`src/rtl/binary_search_ctrl.sv`:
```
// Control FSM for the binary-search datapath (32x8 sync RAM plus In/L/M/H).
// It sequences load, RAM-latency wait, compare and narrowing commands, and
// ends with a Done/Miss result held until Start is dropped.
// Optional feature macro: BSEARCH_TIMEOUT_EN ends the search with a miss
// after MAX_ITER probes. Without it, only a match or window collapse ends it.
module binary_search_ctrl #(
    parameter int unsigned WAIT_CYCLES = 2,
    parameter int unsigned MAX_ITER    = 6
) (
    input  logic       clk,
    input  logic       Reset,
    input  logic       Start,
    input  logic       Mem_Eq_In,
    input  logic       H_Eq_L,
    input  logic       In_Gt_Mem,
    output logic       Load_Regs,
    output logic       Set_Found,
    output logic       Set_High,
    output logic       Set_Low,
    output logic       Set_Middle,
    output logic       Busy,
    output logic       Done,
    output logic       Miss,
    output logic [2:0] Iter
);

    localparam int unsigned CNT_W  = 3;
    localparam int unsigned ITER_W = 3;
    localparam logic [ITER_W-1:0] ITER_SAT = 3'd7;

    localparam logic [2:0] S_IDLE = 3'd0;
    localparam logic [2:0] S_LOAD = 3'd1;
    localparam logic [2:0] S_WAIT = 3'd2;
    localparam logic [2:0] S_CMP  = 3'd3;
    localparam logic [2:0] S_DONE = 3'd4;

    // Elaboration-time parameter range checks
    if (WAIT_CYCLES < 1 || WAIT_CYCLES > 7) begin : g_bad_wait
        $error("binary_search_ctrl: WAIT_CYCLES must be 1..7");
    end
    if (MAX_ITER < 1 || MAX_ITER > 7) begin : g_bad_iter
        $error("binary_search_ctrl: MAX_ITER must be 1..7");
    end

    logic [2:0]        state;
    logic [2:0]        state_next;
    logic [CNT_W-1:0]  cnt;
    logic [CNT_W-1:0]  cnt_next;
    logic [ITER_W-1:0] iter_next;
    logic [ITER_W-1:0] iter_inc;
    logic              miss_next;

    // Reserved datapath command, never used by this controller
    assign Set_Middle = 1'b0;

    // Next-state, counters and the CMP-cycle command pulses
    always_comb begin
        state_next = state;
        cnt_next   = cnt;
        iter_next  = Iter;
        miss_next  = Miss;
        Set_Found  = 1'b0;
        Set_High   = 1'b0;
        Set_Low    = 1'b0;
        iter_inc   = (Iter == ITER_SAT) ? Iter : Iter + ITER_W'(1);

        case (state)
            S_IDLE: begin
                if (Start) begin
                    state_next = S_LOAD;
                end
            end
            S_LOAD: begin
                iter_next  = '0;
                miss_next  = 1'b0;
                // LOAD itself covers one cycle of the RAM latency
                cnt_next   = CNT_W'(WAIT_CYCLES - 1);
                state_next = S_WAIT;
            end
            S_WAIT: begin
                cnt_next = cnt - CNT_W'(1);
                if (cnt <= CNT_W'(1)) begin
                    state_next = S_CMP;
                end
            end
            S_CMP: begin
                iter_next = iter_inc;
                if (Mem_Eq_In) begin
                    Set_Found  = 1'b1;
                    miss_next  = 1'b0;
                    state_next = S_DONE;
                end else if (H_Eq_L) begin
                    miss_next  = 1'b1;
                    state_next = S_DONE;
`ifdef BSEARCH_TIMEOUT_EN
                end else if (iter_inc == ITER_W'(MAX_ITER)) begin
                    miss_next  = 1'b1;
                    state_next = S_DONE;
`endif
                end else if (In_Gt_Mem) begin
                    Set_Low    = 1'b1;
                    cnt_next   = CNT_W'(WAIT_CYCLES);
                    state_next = S_WAIT;
                end else begin
                    Set_High   = 1'b1;
                    cnt_next   = CNT_W'(WAIT_CYCLES);
                    state_next = S_WAIT;
                end
            end
            S_DONE: begin
                if (!Start) begin
                    miss_next  = 1'b0;
                    state_next = S_IDLE;
                end
            end
            default: begin
                state_next = S_IDLE;
            end
        endcase

        // No datapath command may escape while reset is applied
        if (Reset) begin
            Set_Found = 1'b0;
            Set_High  = 1'b0;
            Set_Low   = 1'b0;
        end
    end

    // State, counters and registered status outputs
    always_ff @(posedge clk) begin
        if (Reset) begin
            state     <= S_IDLE;
            cnt       <= '0;
            Iter      <= '0;
            Miss      <= 1'b0;
            Load_Regs <= 1'b0;
            Busy      <= 1'b0;
            Done      <= 1'b0;
        end else begin
            state     <= state_next;
            cnt       <= cnt_next;
            Iter      <= iter_next;
            Miss      <= miss_next;
            Load_Regs <= (state_next == S_LOAD);
            Busy      <= (state_next != S_IDLE) && (state_next != S_DONE);
            Done      <= (state_next == S_DONE);
        end
    end

endmodule
```
`config.mk`:
```
export PLATFORM = sky130hd
export DESIGN_NAME = binary_search_ctrl
export DESIGN_NICKNAME = d
export VERILOG_FILES = /design/src/rtl/binary_search_ctrl.sv
export SDC_FILE = /design/constraint.sdc
export NUM_CORES = 1
export LEC_CHECK = 0
export ABC_AREA = 1
export CAP_MARGIN = 20
export CELL_PAD_IN_SITES_DETAIL_PLACEMENT = 0
export CELL_PAD_IN_SITES_GLOBAL_PLACEMENT = 2
export CORE_MARGIN = 2
export CORE_UTILIZATION = 27
export DETAILED_ROUTE_END_ITERATION = 6
export PLACE_DENSITY_LB_ADDON = 0.1
export SYNTH_ARGS = -nofsm -noshare
export SYNTH_HDL_FRONTEND = slang
export SYNTH_SLANG_ARGS = --single-unit
```
`constraint.sdc`:
```
create_clock -name clk -period 2 [get_ports clk]
set_input_delay 0.3 -clock clk [delete_from_list [all_inputs] [get_ports clk]]
set_output_delay 0.3 -clock clk [all_outputs]
set_load 0.02 [all_outputs]
```
==> results_dict.tcl <==
set metrics [dict create \
    setup_viol_count_final 0 \
    chain_of_cells_forming_the_critical_path "nand2_2 > nor2_4 > nand2_2 > nor3b_1 > dlygate4sd2_1" \
    seq_area_frac_synth 0.4127 \
    synth.top_cells.by_count "sky130_fd_sc_hd__nand2_1, sky130_fd_sc_hd__dfxtp_1, sky130_fd_sc_hd__inv_1" \
    cell_internal_pwr_uw 426.8 \
    min-delay-start "Miss" \
    layout.filler_cells 266 \
    syn_avg_cell_area_sq_um 7.419 \
    number_of_global_route_vias_before_repair 577 \
    min-delay-path-class "register to register" \
    power_frac_seq 0.486 \
    worst_setup_path_start_kind "register" \
    netlist_top_cells_area "sky130_fd_sc_hd__dfxtp_1, sky130_fd_sc_hd__nand2_1, sky130_fd_sc_hd__ha_1" \
    worst_clock_skew_ps 0.1981 \
    vdd.ir_drop.worst_uv 423.2 \
    worst_skew_pair.late_latency_ps 270 \
    root_buffer "sky130_fd_sc_hd__clkbuf_4" \
    critical_path_arrival_ps 1540 \
    critPathMaxFanout 4 \
    clock_share_of_power 0.269 \
    holdBufCountCts 0 \
    yosys.cell_count.top_type "sky130_fd_sc_hd__nand2_1" \
    synth_edf_count 0 \
    proportion_of_layout_cells_with_a_drive_suffix_above_1 0.1524 \
    timing.hold.worst_endpoint "Miss" \
    crit_top_cell "sky130_fd_sc_hd__nand2_2" \
    placed_cell_area_sq_um 827.0 \
    leakage_power_nw 0.3713 \
    critical_path.reg2reg.startpoint "state[1]" \
    io_pins 17 \
    drt_first_pass_iters 4 \
    tritoncts_clock_tree "built" \
    antennaDiodeCount 0 \
    ys_seq_elements 13 \
    grt_max_degree 8 \
    layout_min_cycle_time_ps 1845 \
    finalCritPeriodShare 0.9223 \
    totalWireLength_mm 1.365 \
    detail_route.iter0.violations 6 \
    critical_path_required_ps 1700 \
    worst_r2r_path_depth 6 \
    cp_num_buf_inv 1 \
    synthDominantAreaCellType "sky130_fd_sc_hd__dfxtp_1" \
    clock.fmax_ghz 0.5421 \
    finalWorstSetupSlack_ps 155.5 \
    gp_congestion 0.7233 \
    grt_usage 0.1265 \
    crit_start "state[0]" \
    synth.net_count 94 \
    detailroute.via_count 567 \
    htree_levels 1 \
    rr_endpoint "Miss" \
    floorplan.die.height_um 52.33 \
    cp_slowest_stage_delay_ps 390 \
    path_clk_slew_ps 80 \
    dp.final_hpwl_mm 1.128 \
    drc_errors 0 \
    final_max_slew_viol_count 0 \
    yosysWarningCount 0 \
    areaGrowthSynthToFinish_pct 34.72 \
    port_buffers 15 \
    finalHoldViolations 0 \
    utilization 0.3841 \
    initial_antenna_violation_count 0 \
    cp_top_family "simple AND/OR/NAND/NOR gates" \
    hold_path_depth 2 \
    critical_path_cell_with_the_highest_stage_delay "sky130_fd_sc_hd__dfxtp_1" \
    synth_area_sq_um 630.6 \
    async_flop_share 0 \
    combPwrFrac 0.244 \
    swShare 0.2997 \
    grt_overflow 0 \
    placementRows 17 \
    cts_buffers 3 \
    fp.dieW_um 52.33 \
    nets 115 \
    run_status "finished, final reports clean" \
    clk_path_buf_depth 2 \
    floorplan.initialDensity 0.2851 \
    synth_top_flop_cell "sky130_fd_sc_hd__dfxtp_1" \
    detail_route.vias_per_cell 4.263 \
    floorplan.die_area_sq_um 2738 \
    max-cap-violations 0 \
    mapped_cells 85 \
    worstSetupEndpointType "output port" \
    placeable_core_area_sq_um 2212 \
    power-per-cell-area_nw_per_um2 717.3 \
    worst_hold_slack_ps 462.8 \
    setup.worst_path.class "register to output port" \
    post_drt_wl_per_cell_um 10.26 \
    postRouteAntennaNets 0 \
    net-switching-power_uw 182.6 \
    post_synth_num_cell_types 23 \
    finish.instance_area_sq_um 849.6 \
    grt_setup_unrepaired "false" \
    synth_largest_type_area_fraction 0.4127 \
    reg2reg_setup_slack_ps 830 \
    cts_num_sinks 13 \
    global_route_wire_length_before_repair_mm 2.477 \
    preCtsSetupSlack_ps -113.0 \
]
## cell families after synthesis
group | Yosys count | synth area share
DFF | 13 | 0.4127
xor gates and xnor gates | 1 | 0.01389
adders and majority gates | 3 | 0.05953
buffers and inverters | 13 | 0.08333
other | 1 | 0.005947
and+or+nand+nor | 41 | 0.3155
AOI/OAI and AO/OA | 13 | 0.1091
## per-stage QoR
stage / std cells / setup TNS, ps / total power [mW]
2_1_floorplan: 85 / 0 / 0.4002
3_3_place_gp: 129 / -66.92 / 0.4549
3_5_place_dp: 129 / -163.7 / 0.4541
4_1_cts: 133 / 0 / 0.6203
5_1_grt: 133 / 0 / 0.6512
6_report: 133 / 0 / 0.6094
## worst register-to-register path: cells and delay by family (launching register included)
kind            cells  cell delay (ps)
compound gates      1              110
buf+inv             1              140
simple gates        4              530
flops               1              330
## worst max-delay path by stage
stage | endpoint | slack, ps | cells after the start
after floorplan | Set_Low | 510 | 4
after global placement | Set_Low | -50 | 5
after detailed placement | Set_Low | -110 | 5
after CTS | Set_Low | 130 | 5
after global routing | Set_Low | 10 | 5
final | Set_Low | 160 | 5
## what timing repair did
action / in CTS / in global routing
hold endpoints to repair: 0 / 0
resized for setup: 3 / 0
endpoints found under the setup margin: 3 / 0
buffers inserted: 0 / 0
## state kept, by name (all words and copies together), names as in the netlist
name	flops
Miss	1
cnt	3
Busy	1
Iter	3
Load_Regs	1
state	3
Done	1
## area by class of cell
class	count	area (sq um)	share of cell area
well taps	28	35.03	0.04124
multi-input cells	59	317.8	0.3741
clock buffers	4	26.28	0.03093
repair buffers	18	168.9	0.1988
inverters	11	41.29	0.04860
flip-flops and latches	13	260.3	0.3063
## placed cells by master, fill, tap and decap left out, types with 4 or more instances in the layout
cell / synthesis / final
sky130_fd_sc_hd__a21oi_1: 7 / 7
sky130_fd_sc_hd__clkdlybuf4s50_1: 0 / 12
sky130_fd_sc_hd__dfxtp_1: 13 / 13
sky130_fd_sc_hd__inv_1: 10 / 10
sky130_fd_sc_hd__nand2_1: 15 / 15
sky130_fd_sc_hd__nand2_2: 4 / 4
sky130_fd_sc_hd__nand3_1: 4 / 4
sky130_fd_sc_hd__nor2_1: 9 / 9
sky130_fd_sc_hd__o21ai_0: 4 / 4
## power by group through the flow
stage | clock [mW] | combinational [mW] | sequential [mW]
6_report | 0.164 | 0.149 | 0.296
5_1_grt | 0.184 | 0.167 | 0.300
4_1_cts | 0.172 | 0.151 | 0.297
3_5_place_dp | 0 | 0.151 | 0.303
3_3_place_gp | 0 | 0.152 | 0.303
2_1_floorplan | 0 | 0.0888 | 0.311
## layer usage
layer | vias to the layer above | track usage | wire [um]
met5 | - | 0 | 0
met4 | 0 | 0.08974 | 33
met3 | 4 | 0.02571 | 43
met2 | 9 | 0.1938 | 630
met1 | 251 | 0.1561 | 658
li1 | 303 | - | -
(Power assumes the default switching activity.)
